`src/rtl/div_ctrl_if.sv`:
```
// div_ctrl_if: request and response channels between the M-extension issue logic and div_ctrl.
// The master drives requests and consumes responses; the slave is the sequencer.
interface div_ctrl_if #(
   parameter int N     = 32,
   parameter int TAG_W = 5
);
   logic             req_valid;
   logic             req_ready;
   logic [N-1:0]     req_dividend;
   logic [N-1:0]     req_divisor;
   logic [1:0]       req_op;
   logic [TAG_W-1:0] req_tag;

   logic             rsp_valid;
   logic             rsp_ready;
   logic [N-1:0]     rsp_data;
   logic [TAG_W-1:0] rsp_tag;

   modport master (
      output req_valid, req_dividend, req_divisor, req_op, req_tag, rsp_ready,
      input  req_ready, rsp_valid, rsp_data, rsp_tag
   );

   modport slave (
      input  req_valid, req_dividend, req_divisor, req_op, req_tag, rsp_ready,
      output req_ready, rsp_valid, rsp_data, rsp_tag
   );
endinterface

```
`src/rtl/div_ctrl.sv`:
```
// div_ctrl: one-at-a-time sequencer for the radix-2 SRT divider (DIV/DIVU/REM/REMU).
// Define DIV_FASTPATH_EN to resolve divisors 0, 1 and -1 at accept without the divider.
module div_ctrl #(
   parameter int N     = 32,
   parameter int TAG_W = 5
) (
   input  logic         clk,
   input  logic         rst,
   div_ctrl_if.slave    bus,
   input  logic         flush,
   output logic         busy,
   output logic         div_rst,
   output logic [N-1:0] div_dividend,
   output logic [N-1:0] div_divisor,
   output logic [1:0]   div_op,
   input  logic [N-1:0] div_out,
   input  logic         div_done
);

   typedef enum logic [1:0] {IDLE, RUN, RESP} state_e;

   state_e           state_q, state_d;
   logic [N-1:0]     dividend_q, dividend_d;
   logic [N-1:0]     divisor_q, divisor_d;
   logic [1:0]       op_q, op_d;
   logic [TAG_W-1:0] tag_q, tag_d;
   logic [N-1:0]     rsp_data_q, rsp_data_d;

   logic             req_ready;
   logic             accept;
   logic             fast_hit;
   logic [N-1:0]     fast_data;

   assign req_ready = (state_q == IDLE) && !flush && !rst;
   assign accept    = bus.req_valid && req_ready;

`ifdef DIV_FASTPATH_EN
   localparam logic [1:0] OP_DIV = 2'b00;
   localparam logic [1:0] OP_REM = 2'b10;

   // op[1] selects remainder; results match what the divider would return.
   always_comb begin
      fast_hit  = 1'b1;
      fast_data = '0;
      if (bus.req_divisor == '0)
         fast_data = bus.req_op[1] ? bus.req_dividend : '1;
      else if (bus.req_divisor == {{(N-1){1'b0}}, 1'b1})
         fast_data = bus.req_op[1] ? '0 : bus.req_dividend;
      else if (bus.req_divisor == '1 && bus.req_op == OP_DIV)
         fast_data = -bus.req_dividend;
      else if (bus.req_divisor == '1 && bus.req_op == OP_REM)
         fast_data = '0;
      else
         fast_hit = 1'b0;
   end
`else
   assign fast_hit  = 1'b0;
   assign fast_data = '0;
`endif

   always_comb begin
      // NOTE: every _d starts at its held value so no branch can infer a latch.
      state_d    = state_q;
      dividend_d = dividend_q;
      divisor_d  = divisor_q;
      op_d       = op_q;
      tag_d      = tag_q;
      rsp_data_d = rsp_data_q;

      // Flush outranks everything; a result arriving with it is dropped.
      if (flush) begin
         state_d = IDLE;
      end else begin
         case (state_q)
            IDLE: if (accept) begin
               dividend_d = bus.req_dividend;
               divisor_d  = bus.req_divisor;
               op_d       = bus.req_op;
               tag_d      = bus.req_tag;
               state_d    = fast_hit ? RESP : RUN;
               if (fast_hit) rsp_data_d = fast_data;
            end
            RUN: if (div_done) begin
               rsp_data_d = div_out;
               state_d    = RESP;
            end
            RESP: if (bus.rsp_ready) state_d = IDLE;
            default: state_d = IDLE;
         endcase
      end
   end

   always_ff @(posedge clk) begin
      // NOTE: operand and result registers are reset too, so div_* and rsp_* read zero out of reset.
      if (rst) begin
         state_q    <= IDLE;
         dividend_q <= '0;
         divisor_q  <= '0;
         op_q       <= '0;
         tag_q      <= '0;
         rsp_data_q <= '0;
      end else begin
         // NOTE: non-blocking so every register samples pre-edge values.
         state_q    <= state_d;
         dividend_q <= dividend_d;
         divisor_q  <= divisor_d;
         op_q       <= op_d;
         tag_q      <= tag_d;
         rsp_data_q <= rsp_data_d;
      end
   end

   // Holding the divider in reset outside RUN keeps div_done low on entry and blocks auto-restart.
   assign div_rst       = rst || (state_q != RUN);
   assign div_dividend  = dividend_q;
   assign div_divisor   = divisor_q;
   assign div_op        = op_q;
   assign busy          = (state_q != IDLE);
   assign bus.req_ready = req_ready;
   assign bus.rsp_valid = (state_q == RESP);
   assign bus.rsp_data  = rsp_data_q;
   assign bus.rsp_tag   = tag_q;

endmodule

```
`src/flat_wrapper.sv`:
```
// flat-port wrapper written by rule: the top's interface ports become plain ports
module div_ctrl_flat 
#(
   parameter int N     = 32,
   parameter int TAG_W = 5
)
  (clk, rst, flush, busy, div_rst, div_dividend, div_divisor, div_op, div_out, div_done, bus_req_valid, bus_req_dividend, bus_req_divisor, bus_req_op, bus_req_tag, bus_rsp_ready, bus_req_ready, bus_rsp_valid, bus_rsp_data, bus_rsp_tag);
  div_ctrl_if #(.N(N), .TAG_W(TAG_W)) bus_i ();
  input  logic clk;
  input  logic rst;
  input  logic flush;
  output logic busy;
  output logic div_rst;
  output logic [N-1:0] div_dividend;
  output logic [N-1:0] div_divisor;
  output logic [1:0] div_op;
  input  logic [N-1:0] div_out;
  input  logic div_done;
  input wire logic [$bits(bus_i.req_valid)-1:0] bus_req_valid;
  input wire logic [$bits(bus_i.req_dividend)-1:0] bus_req_dividend;
  input wire logic [$bits(bus_i.req_divisor)-1:0] bus_req_divisor;
  input wire logic [$bits(bus_i.req_op)-1:0] bus_req_op;
  input wire logic [$bits(bus_i.req_tag)-1:0] bus_req_tag;
  input wire logic [$bits(bus_i.rsp_ready)-1:0] bus_rsp_ready;
  output wire logic [$bits(bus_i.req_ready)-1:0] bus_req_ready;
  output wire logic [$bits(bus_i.rsp_valid)-1:0] bus_rsp_valid;
  output wire logic [$bits(bus_i.rsp_data)-1:0] bus_rsp_data;
  output wire logic [$bits(bus_i.rsp_tag)-1:0] bus_rsp_tag;
  assign bus_i.req_valid = bus_req_valid;
  assign bus_i.req_dividend = bus_req_dividend;
  assign bus_i.req_divisor = bus_req_divisor;
  assign bus_i.req_op = bus_req_op;
  assign bus_i.req_tag = bus_req_tag;
  assign bus_i.rsp_ready = bus_rsp_ready;
  assign bus_req_ready = bus_i.req_ready;
  assign bus_rsp_valid = bus_i.rsp_valid;
  assign bus_rsp_data = bus_i.rsp_data;
  assign bus_rsp_tag = bus_i.rsp_tag;
  div_ctrl #(.N(N), .TAG_W(TAG_W)) u_core (.clk(clk), .rst(rst), .bus(bus_i), .flush(flush), .busy(busy), .div_rst(div_rst), .div_dividend(div_dividend), .div_divisor(div_divisor), .div_op(div_op), .div_out(div_out), .div_done(div_done));
endmodule
```
`config.mk`:
```
export PLATFORM = sky130hd
export DESIGN_NAME = div_ctrl_flat
export DESIGN_NICKNAME = d
export VERILOG_FILES = /design/src/rtl/div_ctrl_if.sv /design/src/rtl/div_ctrl.sv /design/src/flat_wrapper.sv
export SDC_FILE = /design/constraint.sdc
export NUM_CORES = 1
export LEC_CHECK = 0
export ABC_CLOCK_PERIOD_IN_PS = 1380
export BUFFER_PORTS_ARGS = -buffer_cell sky130_fd_sc_hd__buf_2
export CAP_MARGIN = 20
export CORE_AREA = 2 2 104 106
export DETAILED_ROUTE_END_ITERATION = 12
export DIE_AREA = 0 0 106 108
export PLACE_DENSITY = 0.74
export RECOVER_POWER = 25
export SYNTH_ARGS = -nofsm -noshare
export SYNTH_HDL_FRONTEND = slang
export SYNTH_SLANG_ARGS = --single-unit
```
`constraint.sdc`:
```
create_clock -name clk -period 1.38 [get_ports clk]
set_input_delay 0.069 -clock clk [delete_from_list [all_inputs] [get_ports clk]]
set_output_delay 0.069 -clock clk [all_outputs]
set_load 0.1 [all_outputs]
```
# == After elaboration in Yosys (flattened, before gate mapping) ==
# Cells that the tools add are included.
# classes
n_eq_ne,6
mux,4
n_bitwise,1
reduce_logical,12
# op_table
cell,count
3-bit AND reduction,3
2-bit two-way mux,3
2-bit case mux with 3 select lines,1
2-bit by 1-bit != test with 1-bit output (second input constant),2
2-bit != test (second input constant),2
1-bit logical AND,3
2-bit by 1-bit equality test with 1-bit output (second input constant),1
2-bit equality test (second input constant),1
1-bit zero test,2
2-bit zero test,1
2-bit nonzero test,1
2-bit OR reduction,1
1-bit logical OR,1
1-bit NOT,1
# totals
ff_bits,105
elab_cells,29

# == Logic depth before layout (Yosys ltp) ==
# depth
word_depth,6
ltp_mapped,7
depth_no_buf,4

# == Worst setup path after synthesis ==
# No wires, ideal clock.
# synth_timing
path_kind,register to register
from,reg u_core.state_q[1]
to,reg u_core.state_q[1]
setup_time_ns,0.082
arrival_time_ns,2.068
required_time_ns,1.298
setup_slack_ns,-0.770
stages_incl_launch_ff,4
synth_period_minus_slack_ns,2.150
cell_sequence,dfxtp_1 > nor2b_1 > a2bb2oi_1 > nor3_1
# synth_between
word_cells_on_any_way,11
classes_between,eq/ne: 5; mux: 1; reduce/logical: 5
# synth_rtl
item,line_no,source
start: declaration,div_ctrl.sv:22,"state_e state_q, state_d;"
start signal: assignment,div_ctrl.sv:104,state_q <= state_d;
2-bit equality test (*),-,
net bus_rsp_valid,flat_wrapper.sv:26,output wire logic [$bits(bus_i.rsp_valid)-1:0] bus_rsp_valid;
2-bit != test (no line),-,
3-bit AND reduction (no line),-,
# The timed path passes the listed nets; every way through them passes the cells marked *.
# A chain may end at the register's enable or synchronous reset.

# == Worst setup path after layout ==
# layout_timing
from,reg u_core.state_q[0]
to,"reg u_core.divisor_q[0], in the netlist u_core.div_divisor[0]"
# layout_between
elab_chain_len,5
# layout_lines
item,line_no,source
2-bit zero test (*),"div_ctrl.sv:34, div_ctrl.sv:74",
1-bit logical AND (2 in a row),div_ctrl.sv:34,assign req_ready = (state_q == IDLE) && !flush && !rst;
1-bit logical AND,div_ctrl.sv:35,assign accept = bus.req_valid && req_ready;
3-bit AND reduction (no line) (*),-,
end signal: assignment,div_ctrl.sv:106,divisor_q <= divisor_d;
end: declaration,div_ctrl.sv:24,"logic [N-1:0] divisor_q, divisor_d;"
# Every way passes the cells marked *; elsewhere a longest branch is shown, timed or not.

==> results.yml <==
timing:
  finalSetupViolCount: 106
  relSlewSlack: 0.663
  fin_crit_sh: 1.23
  worst_pin_slew_ps: 510
  rsz0062_at_grt: "true"
  min_period_ps: 1700
  hold_viol: 0
  clock.fmax_mhz: 590
  tns_ps: -22570
  setup_ws_ps: -316
  fin_worst_skew_ps: 8.79
  drv_slew: 0
logic_synthesis:
  synth_flop_cell: "dfxtp_1"
  synth_top_area_frac: 0.522
  synth_common_cells: "dfxtp_1, a21oi_1, nand3_1"
  yosysTopAreaCell: "dfxtp_1"
  synth_seq_area_share: 0.522
  synth_nets: 588
  yosys_warnings: 0
  async_flop_share: 0
  avgSynthCellArea_um2: 8.40
  yosysMostFrequentCell: "dfxtp_1"
  synth_cell_types: 26
  synth_edf_count: 0
  synthesis.area_um2: 4020
  syn-instance-count: 479
  synthTopCellsByArea: "dfxtp_1, a21oi_1, nand3_1"
  ys_ff_latch: 105
cells_and_area:
  drive_above_1_share: 0.389
  areaGrowthSynthToFinish_pct: 69.3
  layout.nets: 900
critical_path:
  cp_max_fo: 8
  max_stage_delay_ps: 600
  endpoint: "u_core.div_divisor[0]$_SDFFE_PP0P_"
  crit_path_start: "u_core.state_q[0]$_SDFFE_PP0P_"
  reg2reg_to: "u_core.div_divisor[0]$_SDFFE_PP0P_"
  end_kind: "flop"
  rr_startpoint: "u_core.state_q[0]$_SDFFE_PP0P_"
  worstPathCellList: "or4_4 -> buf_16 -> buf_12 -> clkinv_8 -> nand3_2 -> a21oi_1"
  regToRegSetupSlack_ps: -320
  worst_path_max_delay_cell: "or4_4"
  required_ps: 1660
  cp-start-kind: "flop"
  worst-r2r-cell-count: 6
  criticalPathCategory: "flop to flop"
  crit_arrival_ps: 1980
place:
  dp_hpwl_um: 7860
  place.gp.congestion: 0.763
  port-buffer-count: 215
pwr:
  p_leak_uw: 0.00295
  ir_drop_mv: 0.513
  total_power_uw: 6430
  powerDensity_nw_per_um2: 944
outcome:
  violations: "setup timing"
  status: "finished, violations left"
die:
  num_rows: 37
  num_io_pins: 216
  die_w_um: 106
  core-area_um2: 10200
  die_h_um: 108
  dieArea_um2: 11400
  start_util: 0.393
clocking:
  clock-root-buffer: "clkbuf_8"
  clk_pin_slew_worst_paths_ps: 90
  ctsHtreeMaxLevel: 3
  clockBufferDepth: 2
  cts_sinks: 105
  clkLatencyLatePin_ps: 350
  numCtsBuffers: 9
  cts_tree: "yes"
route:
  routedWlPerCell_um: 16.9
  drc_errors: 0
  route.vias.total: 4887
  vias_per_cell: 5.24
  wl_um: 15800
  antenna_left: 0
  first_pass_iters: 5
  drt_iter0_markers: 414
global_route:
  grt_pass1_wl_um: 23700
  grt_overflow: 0
  grt_pass1_vias: 4843
  grt_max_degree: 107
  antenna_found_initial: 0
  gr-usage-all-layers: 0.261
worst_hold_path:
  hold_path_class: "primary input to flop"
job:
  max-cap-violations: 0
[flip-flops by register name, summed over array words and instances (netlist names)]
signal               flops
u_core.bus.rsp_data     32
u_core.div_dividend     32
u_core.div_divisor      32
u_core.bus.rsp_tag       5
u_core.div_op            2
u_core.state_q           2
[worst max-delay path: cells and delay by family, from the launching register on]
family / cells / cell delay, ps
AOI/OAI and AO/OA: 1 / 160
buffers and inverters: 3 / 450
and+or+nand+nor: 2 / 660
DFF: 1 / 350
[layer usage]
metal | routed length [µm] | global-route usage | vias up
met5 | 0 | 0 | -
met4 | 560 | 0.148 | 0
met3 | 1160 | 0.0687 | 50
met2 | 8040 | 0.465 | 267
met1 | 6000 | 0.283 | 2285
li1 | - | - | 2285
[logic make-up (layout without fill, tap and decap cells)]
family | Yosys count | in the layout | synth area share
AOI/OAI and AO/OA | 175 | 175 | 0.219
other | 0 | 1 | 0
muxes | 1 | 1 | 0.00280
and+or+nand+nor | 145 | 145 | 0.164
buffers and inverters | 53 | 370 | 0.0917
DFF | 105 | 105 | 0.522
[worst min path at each step]
stage	end	cells after the start	slack, ps	startpoint
floorplan	u_core.state_q[0]$_SDFFE_PP0P_	1	140	flush
global route	u_core.state_q[1]$_SDFFE_PP0P_	4	50	bus_rsp_ready
CTS	u_core.state_q[1]$_SDFFE_PP0P_	4	40	bus_rsp_ready
finish	u_core.state_q[1]$_SDFFE_PP0P_	4	60	bus_rsp_ready
detailed placement	u_core.bus.rsp_data[1]$_SDFFE_PP0P_	3	320	div_out[1]
global placement	u_core.bus.rsp_data[27]$_SDFFE_PP0P_	3	310	div_out[27]
[power by group]
part           internal (µW)  switching (µW)
registers               3110            40.4
clock network            654            1020
logic                    528            1080
total                   4290            2140
[cell usage in the layout, fill, tap and decap left out, drive strengths merged]
master	count
inv	11
clkinv	3
and4bb	1
nand3	71
nor2	1
nand2	66
clkbuf	13
dlygate4sd3	104
or4bb	1
mux2	1
or4	1
clkinvlp	2
a2bb2oi	1
nor2b	1
nor3	1
buf	237
o21ai	71
or2	1
a21oi	103
dfxtp	105
nor4	1
diode	1
[stage by stage]
step	util	hold WS, ps	worst slack, ps	area, µm²	std cells
after floorplan	-	135	-177	4080	479
after global placement	0.505	311	-146	5170	796
after detailed placement	0.505	316	-211	5170	796
after CTS	0.647	37.3	-249	6620	928
after global routing	0.666	46.7	-340	6810	932
final	0.666	55.5	-316	6810	933
[timing repair]
item                                    4_1_cts  5_1_grt
pin swaps                                    21       11
endpoints found under the setup margin      105      107
hold buffers                                104        0
resized for setup                            46       37
setup buffers                                 4        1
hold endpoints to repair                    104        0
gates cloned                                  8        3
[final cells by class]
cell class	instances	area [µm²]
clock buffers	11	131
multi-input cells	321	1710
repair inverters	8	124
diodes	1	2.50
inverters	3	27.5
flip-flops and latches	105	2110
fillers	756	3420
clock inverters	5	31.3
well taps	136	170
repair buffers	343	2510
Power figures use the tool's default switching activity.
